==> config.mk <==
export PLATFORM = sky130hd
export DESIGN_NAME = m_vga_timing_flat
export DESIGN_NICKNAME = d
export VERILOG_FILES = /design/src/rtl/m_vga_timing_if.sv /design/src/rtl/m_vga_timing.sv /design/src/flat_wrapper.sv
export SDC_FILE = /design/constraint.sdc
export NUM_CORES = 1
export LEC_CHECK = 0
export ABC_AREA = 0
export ABC_CLOCK_PERIOD_IN_PS = 2600
export BUFFER_PORTS_ARGS = -buffer_cell sky130_fd_sc_hd__buf_2
export CAP_MARGIN = 20
export CORE_ASPECT_RATIO = 0.7
export CORE_MARGIN = 5
export CORE_UTILIZATION = 51
export CTS_CLUSTER_DIAMETER = 30
export DETAILED_ROUTE_END_ITERATION = 8
export PLACE_DENSITY_LB_ADDON = 0.15
export RECOVER_POWER = 100
export SYNTH_ARGS = -nofsm -noshare
export SYNTH_HDL_FRONTEND = slang
export SYNTH_SLANG_ARGS = --single-unit
==> constraint.sdc <==
create_clock -name clk -period 2.6 [get_ports clk]
set_input_delay 0.39 -clock clk [delete_from_list [all_inputs] [get_ports clk]]
set_output_delay 0.39 -clock clk [all_outputs]
set_load 0.005 [all_outputs]
==> src/rtl/m_vga_timing_if.sv <==
// m_vga_timing_if: raster timing bundle from the timing generator to the renderer.
// o_rgb exists only when VGA_TIMING_PATTERN_EN is defined.
interface m_vga_timing_if;
    logic        o_pix_en;
    logic        vga_hs;
    logic        vga_vs;
    logic        o_de;
    logic [9:0]  o_x;
    logic [9:0]  o_y;
    logic        o_sof;
    logic        o_sol;
`ifdef VGA_TIMING_PATTERN_EN
    logic [11:0] o_rgb;
`endif

    modport master (
        output o_pix_en, vga_hs, vga_vs, o_de,
        output o_x, o_y, o_sof, o_sol
`ifdef VGA_TIMING_PATTERN_EN
        , output o_rgb
`endif
    );

    modport slave (
        input o_pix_en, vga_hs, vga_vs, o_de,
        input o_x, o_y, o_sof, o_sol
`ifdef VGA_TIMING_PATTERN_EN
        , input o_rgb
`endif
    );
endinterface

==> src/rtl/m_vga_timing.sv <==
// m_vga_timing: 640x480@60 VGA raster timing from the board clock.
// VGA_TIMING_PATTERN_EN adds a colour-bar test pattern on o_rgb.
module m_vga_timing #(
    parameter int CLK_DIV  = 2,
    parameter int H_DISP   = 640,
    parameter int H_FP     = 16,
    parameter int H_SYNC   = 96,
    parameter int H_BP     = 48,
    parameter int V_DISP   = 480,
    parameter int V_FP     = 10,
    parameter int V_SYNC   = 2,
    parameter int V_BP     = 33,
    parameter bit SYNC_POL = 1'b0
) (
    input  logic           clk,
    input  logic           rst_n,
    m_vga_timing_if.master vga
);
    localparam int H_TOTAL = H_DISP + H_FP + H_SYNC + H_BP;
    localparam int V_TOTAL = V_DISP + V_FP + V_SYNC + V_BP;

    localparam logic [3:0] DIV_LAST = 4'(CLK_DIV - 1);
    localparam logic [9:0] H_LAST   = 10'(H_TOTAL - 1);
    localparam logic [9:0] V_LAST   = 10'(V_TOTAL - 1);
    localparam logic [9:0] H_VIS    = 10'(H_DISP);
    localparam logic [9:0] V_VIS    = 10'(V_DISP);
    localparam logic [9:0] HS_BEG   = 10'(H_DISP + H_FP);
    localparam logic [9:0] HS_LAST  = 10'(H_DISP + H_FP + H_SYNC - 1);
    localparam logic [9:0] VS_BEG   = 10'(V_DISP + V_FP);
    localparam logic [9:0] VS_LAST  = 10'(V_DISP + V_FP + V_SYNC - 1);

    logic [3:0] div_cnt;
    logic       tick;
    logic [9:0] h_cnt;
    logic [9:0] v_cnt;
    logic [9:0] h_nxt;
    logic [9:0] v_nxt;
    logic       de_nxt;
    logic       hs_nxt;
    logic       vs_nxt;

    // Outputs decode the counter values being loaded, so they all move together.
    always_comb begin
        tick  = (div_cnt == DIV_LAST);
        h_nxt = (h_cnt == H_LAST) ? 10'd0 : h_cnt + 10'd1;
        v_nxt = v_cnt;
        if (h_cnt == H_LAST) begin
            v_nxt = (v_cnt == V_LAST) ? 10'd0 : v_cnt + 10'd1;
        end
        de_nxt = (h_nxt < H_VIS) && (v_nxt < V_VIS);
        hs_nxt = (h_nxt >= HS_BEG) && (h_nxt <= HS_LAST);
        vs_nxt = (v_nxt >= VS_BEG) && (v_nxt <= VS_LAST);
    end

    always_ff @(posedge clk or negedge rst_n) begin
        if (!rst_n) begin
            div_cnt      <= '0;
            h_cnt        <= H_LAST;
            v_cnt        <= V_LAST;
            vga.o_pix_en <= 1'b0;
            vga.vga_hs   <= ~SYNC_POL;
            vga.vga_vs   <= ~SYNC_POL;
            vga.o_de     <= 1'b0;
            vga.o_x      <= '0;
            vga.o_y      <= '0;
            vga.o_sof    <= 1'b0;
            vga.o_sol    <= 1'b0;
        end else begin
            div_cnt      <= tick ? 4'd0 : div_cnt + 4'd1;
            vga.o_pix_en <= tick;
            if (tick) begin
                h_cnt      <= h_nxt;
                v_cnt      <= v_nxt;
                vga.vga_hs <= hs_nxt ? SYNC_POL : ~SYNC_POL;
                vga.vga_vs <= vs_nxt ? SYNC_POL : ~SYNC_POL;
                vga.o_de   <= de_nxt;
                vga.o_x    <= h_nxt;
                vga.o_y    <= v_nxt;
                vga.o_sof  <= (h_nxt == 10'd0) && (v_nxt == 10'd0);
                vga.o_sol  <= (h_nxt == 10'd0);
            end
        end
    end

`ifdef VGA_TIMING_PATTERN_EN
    localparam logic [9:0] H_VLAST = 10'(H_DISP - 1);
    localparam logic [9:0] V_VLAST = 10'(V_DISP - 1);

    logic [2:0]  bar;
    logic [11:0] rgb_nxt;

    // Eight 80-pixel bars; each index bit lights one colour channel.
    always_comb begin
        bar     = 3'(h_nxt / 10'd80);
        rgb_nxt = {{4{bar[2]}}, {4{bar[1]}}, {4{bar[0]}}};
        if (h_nxt == 10'd0 || h_nxt == H_VLAST ||
            v_nxt == 10'd0 || v_nxt == V_VLAST) begin
            rgb_nxt = 12'hFFF;
        end
        if (!de_nxt) begin
            rgb_nxt = 12'h000;
        end
    end

    always_ff @(posedge clk or negedge rst_n) begin
        if (!rst_n) begin
            vga.o_rgb <= 12'h000;
        end else if (tick) begin
            vga.o_rgb <= rgb_nxt;
        end
    end
`endif

endmodule

==> src/flat_wrapper.sv <==
// flat-port wrapper written by rule: the top's interface ports become plain ports
module m_vga_timing_flat 
#(
    parameter int CLK_DIV  = 2,
    parameter int H_DISP   = 640,
    parameter int H_FP     = 16,
    parameter int H_SYNC   = 96,
    parameter int H_BP     = 48,
    parameter int V_DISP   = 480,
    parameter int V_FP     = 10,
    parameter int V_SYNC   = 2,
    parameter int V_BP     = 33,
    parameter bit SYNC_POL = 1'b0
)
  (clk, rst_n, vga_o_pix_en, vga_vga_hs, vga_vga_vs, vga_o_de, vga_o_x, vga_o_y, vga_o_sof, vga_o_sol);
  m_vga_timing_if vga_i ();
  input  logic clk;
  input  logic rst_n;
  output wire logic [$bits(vga_i.o_pix_en)-1:0] vga_o_pix_en;
  output wire logic [$bits(vga_i.vga_hs)-1:0] vga_vga_hs;
  output wire logic [$bits(vga_i.vga_vs)-1:0] vga_vga_vs;
  output wire logic [$bits(vga_i.o_de)-1:0] vga_o_de;
  output wire logic [$bits(vga_i.o_x)-1:0] vga_o_x;
  output wire logic [$bits(vga_i.o_y)-1:0] vga_o_y;
  output wire logic [$bits(vga_i.o_sof)-1:0] vga_o_sof;
  output wire logic [$bits(vga_i.o_sol)-1:0] vga_o_sol;
  assign vga_o_pix_en = vga_i.o_pix_en;
  assign vga_vga_hs = vga_i.vga_hs;
  assign vga_vga_vs = vga_i.vga_vs;
  assign vga_o_de = vga_i.o_de;
  assign vga_o_x = vga_i.o_x;
  assign vga_o_y = vga_i.o_y;
  assign vga_o_sof = vga_i.o_sof;
  assign vga_o_sol = vga_i.o_sol;
  m_vga_timing #(.CLK_DIV(CLK_DIV), .H_DISP(H_DISP), .H_FP(H_FP), .H_SYNC(H_SYNC), .H_BP(H_BP), .V_DISP(V_DISP), .V_FP(V_FP), .V_SYNC(V_SYNC), .V_BP(V_BP), .SYNC_POL(SYNC_POL)) u_core (.clk(clk), .rst_n(rst_n), .vga(vga_i));
endmodule
* Yosys cells after proc, flatten, opt, wreduce, memory -nomap -nowiden
Cells that the tools add are included. Widths: inputs -> output; s select.
Cells by class: reductions and logical operators 6, add/sub/neg operators 3, div/mod/pow operators 0, shifts and indexed selects 0, bitwise gates (word level) 0, multipliers 0, mux-type cells 6, equality and inequality tests 3, magnitude comparators 6
Operators by type and width (number):
- $mux 10 | 3
- $add 10x1->10 const B | 2
- $eq 10x10->1 const B | 2
- $logic_not 10->1 | 2
- $ge 10x10->1 const B | 1
- $ge 10x9->1 const B | 1
- $le 10x10->1 const B | 1
- $le 10x9->1 const B | 1
- $lt 10x10->1 const B | 1
- $lt 10x9->1 const B | 1
- $add 4x1->4 const B | 1
- $eq 4x1->1 const B | 1
- $logic_and 1x1->1 | 4
- $mux 4 | 1
- $mux 1 | 2
Storage, ports and cells: memory bits (read-only) 0, word-level logic and storage cells 35, memory bits (writable) 0, memories 0, latch bits 0, register bits after elaboration 50

* Logic depth before layout (Yosys ltp)
depth in word-level cells 6, depth in mapped cells 10, mapped depth without buffers 8

* Worst setup path after synthesis
Ideal clock, no wire load.
kind register to register, start point register, netlist name u_core.vga.o_y[0], end point register u_core.vga.vga_vs, slack -0.009 ns, setup time 0.097 ns, clock period less this slack 2.609 ns, arrival 2.512 ns, cell stages (with the launch flop) 11, path through dfrtp_1 clkbuf_1 inv_1 ha_1 or4b_1 or4_4 buf_6 and2_4 nand2b_4 a2111oi_1 a31oi_1
RTL lines:
- end signal, assigned | line m_vga_timing.sv:62 | vga.vga_vs <= ~SYNC_POL;
- end signal, assigned | line m_vga_timing.sv:75 | vga.vga_vs <= vs_nxt ? SYNC_POL : ~SYNC_POL;
- end, declared | line m_vga_timing_if.sv:17 | output o_pix_en, vga_hs, vga_vs, o_de,

==> summary.md <==
The number of nets in the synthesized netlist was 286. CTS placed an instance of sky130_fd_sc_hd__clkbuf_8 at the clock tree root. Synthesis-to-layout area growth: 9.38%. Nature of the critical path endpoint: a register. In the routed design, unresolved DRC markers number 0. The part of the Yosys area used for sequential elements was 0.418. The tools report the data required time at the worst endpoint as 2.79 ns. Hold is met by 0.483 ns. Clock-pin slew on the worst setup and hold paths: 0.07 ns. The logs give 0 for the number of antenna violations at the first check in global routing and 0.29 ns for the worst-skew pair later-pin latency.

Yosys printed 0 warnings. The share of synthesized registers carrying an async set or reset was 1.00. The run finished, with violations left. The tools report the combinational fraction of design power as 0.012. In this run the remaining antenna-violating nets after routing total 0. In this run the power density over the cells is 388 nW/um^2. TritonCTS built the clock tree.

The worst path needs 2.46 ns of the cycle, external delays included. The mean area per synthesized cell was 8.67 sq um; the count of antenna diodes in the layout was 0. Setup repair after global routing left no endpoint under its margin. The floorplan step set the die height to 67.7 microns. The run gives 0.516 as the initial core utilization. The sequential power share is 0.603, and the maximum fanout encountered on the critical timing path is 9. For the maximum number of pins on one net before global-route repair, the log shows 41. After synthesis the cells add up to 2430 sq um.

The cell internal power dissipation is 811 uW, and the fmax is 0.407 GHz. The number of nets at the end of the flow was 307. In this run, synthesis inferred 0 flip-flops with an integrated enable.

The logs give 6260 sq um for the floorplan die area and 1 for the max-capacitance violation count. The switching portion of total power came out at 0.214. For this block, the initial DRC count from the detailed router was 205. The final worst-path cycle share is 0.946. The most frequent standard cell in the layout excluding fill and tap cells was sky130_fd_sc_hd__nand2_1. The floorplan has 21 rows.

The final reports fail on capacitance limit, slew limit. The tools report the HPWL reported at the end of detailed placement as 3920 microns. Setup violations remaining at the end of the flow were counted as 0.

The slew at the pin with the worst max-slew slack works out to 2.13 ns. The logs give 5 for the number of buffers inserted during clock tree synthesis and 0 for the number of failing hold endpoints at the final stage. The distinct cell type count of the synthesized netlist is 51. The analysis attributes to net switching a power of 221 uW. The final number of max-transition violations is 41. The worst setup path is launched from a register.

Data on the critical path arrives at its endpoint at 2.65 ns. Across the routed clock network, the largest skew measured is 0.00164 ns. The mean number of vias per cell was 5.76. The x dimension of the die was 92.5 microns.

The final setup slack of the worst path came out at 0.141 ns. The port buffer count is 27, and the leakage power total is 1.15 nW. After detailed routing, the average wire length per cell comes to 15.2 microns.

For this block, the routed nets add up to 5460 microns of wire. The buffer depth of the longest clock path came out at 2. In the synthesized netlist the dominant register cell turns out to be sky130_fd_sc_hd__dfrtp_1. The wire length of the first global-routing pass was 9040 microns; the number of levels the H-tree was split into was 2. The worst slew margin relative to its limit was -0.422.

The number of detailed-routing iterations run before antenna repair came out at 5. The total setup buffers inserted after CTS was 0. The setup TNS is 0 ns.

The core region is 4700 sq um. By startpoint and endpoint, the worst setup path is classified as reg -> reg. For the maximum resistive drop on vdd, the log shows 0.000295 V. The count of vias placed by the detailed router came out at 2067. Pin placement for this block handled 28 I/O pins. Routability-driven placement finished with a final weighted congestion of 0.866. The tools report the number of global-route vias before repair as 1761. The logs give 0.385 for the relative contribution of the clock network to total power and 280 for the gate count of the mapped netlist.

The worst hold-check path type is reg -> reg. The share of layout cells above drive strength 1 was 0.202; the flop and latch count out of synthesis was 40. The logs give 40 for the clock sink total and 0.127 ns for the worst-case setup slack after placement.

The logs give 0 for the remaining global-route overflow and 0.186 for the global routing usage summed across all routing layers. The top cell types in the final layout, fill and taps aside, are sky130_fd_sc_hd__nand2_1, sky130_fd_sc_hd__dfrtp_1, sky130_fd_sc_hd__o21ai_0, sky130_fd_sc_hd__buf_2, sky130_fd_sc_hd__clkbuf_1.
kinds of logic after synthesis:
logic type,count (synthesis),share of synthesized area
AND/OR/NAND/NOR,106,0.218
AO/OA/AOI/OAI,65,0.174
buffers and inverters,44,0.0902
flip-flops,40,0.418
XOR/XNOR,18,0.0649
adder cells (fa/ha/maj),4,0.0206
multiplexers,3,0.0139
per-layer routing:
metal	vias to the layer above	global-route usage	share of wire
met1	962	0.300	0.54
met2	93	0.238	0.36
li1	1005	-	-
met3	7	0.0457	0.090
met4	0	0.0500	0.0081
met5	-	0	0
cell usage after synthesis, types with 3 or more instances:
cell type                   n  area share
sky130_fd_sc_hd__nand2_1   41       0.063
sky130_fd_sc_hd__dfrtp_1   28        0.29
sky130_fd_sc_hd__o21ai_0   26       0.054
sky130_fd_sc_hd__clkbuf_1  18       0.028
sky130_fd_sc_hd__nor2_1    16       0.025
sky130_fd_sc_hd__xnor2_1   13       0.047
sky130_fd_sc_hd__dfstp_2   12        0.13
sky130_fd_sc_hd__nand3_1   12       0.025
sky130_fd_sc_hd__inv_1     11       0.017
sky130_fd_sc_hd__buf_4     10       0.031
sky130_fd_sc_hd__a21oi_1    7       0.014
sky130_fd_sc_hd__nor3_1     6       0.012
sky130_fd_sc_hd__nand4_1    5       0.013
sky130_fd_sc_hd__xor2_1     5       0.018
sky130_fd_sc_hd__a211oi_1   4       0.012
sky130_fd_sc_hd__ha_1       4       0.021
sky130_fd_sc_hd__nor4_1     4       0.010
sky130_fd_sc_hd__o21a_1     4       0.012
sky130_fd_sc_hd__a31oi_1    3      0.0077
sky130_fd_sc_hd__mux2_2     3       0.014
sky130_fd_sc_hd__nand2b_1   3      0.0077
sky130_fd_sc_hd__nor2b_1    3      0.0077
sky130_fd_sc_hd__o31ai_1    3      0.0093
sky130_fd_sc_hd__o41ai_1    3       0.011
sky130_fd_sc_hd__or3_1      3      0.0077
registers in the layout, indices dropped and copies added, names as in the netlist, 3 cells and up:
register        count
u_core.vga.o_x     10
u_core.vga.o_y     10
u_core.h_cnt        7
u_core.v_cnt        3
u_core.div_cnt      4
area by class of cell:
class                           count  area [sq um]
Clock buffer                        7          76.3
Clock inverter                      1          5.00
Fill cell                         438          2050
Inverter                           11          41.3
Multi-Input combinational cell    196          1210
Sequential cell                    40          1020
Tap cell                           57          71.3
Timing Repair Buffer               47           238
worst paths after layout:
kind	start	endpoint	slack (ns)	depth (start not counted)
max	u_core.vga.o_y[0]$_DFFE_PN0P_	u_core.vga.vga_vs$_DFFE_PN1P_	0.14	8
max in group asynchronous	rst_n	u_core.vga.o_x[4]$_DFFE_PN0P_	0.67	1
min reg2reg	u_core.vga.o_x[2]$_DFFE_PN0P_	u_core.vga.o_x[2]$_DFFE_PN0P_	0.48	2
min	u_core.vga.o_x[2]$_DFFE_PN0P_	u_core.vga.o_x[2]$_DFFE_PN0P_	0.48	2
max reg2reg	u_core.vga.o_y[0]$_DFFE_PN0P_	u_core.vga.vga_vs$_DFFE_PN1P_	0.14	8
min in group asynchronous	rst_n	u_core.div_cnt[0]$_DFF_PN0_	0.72	1
worst max-delay path: stages (launching register included):
cell and delay (ns):
sky130_fd_sc_hd__dfrtp_1 0.39, sky130_fd_sc_hd__inv_1 0.06, sky130_fd_sc_hd__ha_1 0.13, sky130_fd_sc_hd__or4b_1 0.45, sky130_fd_sc_hd__or4_4 0.56, sky130_fd_sc_hd__and2_4 0.17, sky130_fd_sc_hd__nand2b_4 0.13, sky130_fd_sc_hd__a2111oi_2 0.35
sky130_fd_sc_hd__a31oi_1 0.13
power groups by stage:
stage                     Sequential (mW)  Combinational, mW  Clock (mW)
final                               0.623             0.0119       0.397
after global routing                0.622             0.0150       0.446
after CTS                           0.622             0.0133       0.417
after detailed placement            0.634             0.0134           0
after global placement              0.634             0.0133           0
after floorplan                     0.634        0.000000539           0
stage by stage:
stage | utilization | total power, mW | instances | instance area (sq um)
6_report | 0.565 | 1.03 | 359 | 2660
5_1_grt | 0.565 | 1.08 | 359 | 2660
4_1_cts | 0.572 | 1.05 | 359 | 2690
3_5_place_dp | 0.554 | 0.648 | 351 | 2610
3_3_place_gp | 0.554 | 0.647 | 351 | 2610
2_1_floorplan | - | 0.634 | 280 | 2430
repair_timing:
action | CTS | global route
hold buffers | 0 | 0
setup endpoints to repair | 0 | 3
resized for setup | 0 | 3
endpoints found under the hold margin | 0 | 0
(Power assumes the default switching activity.)
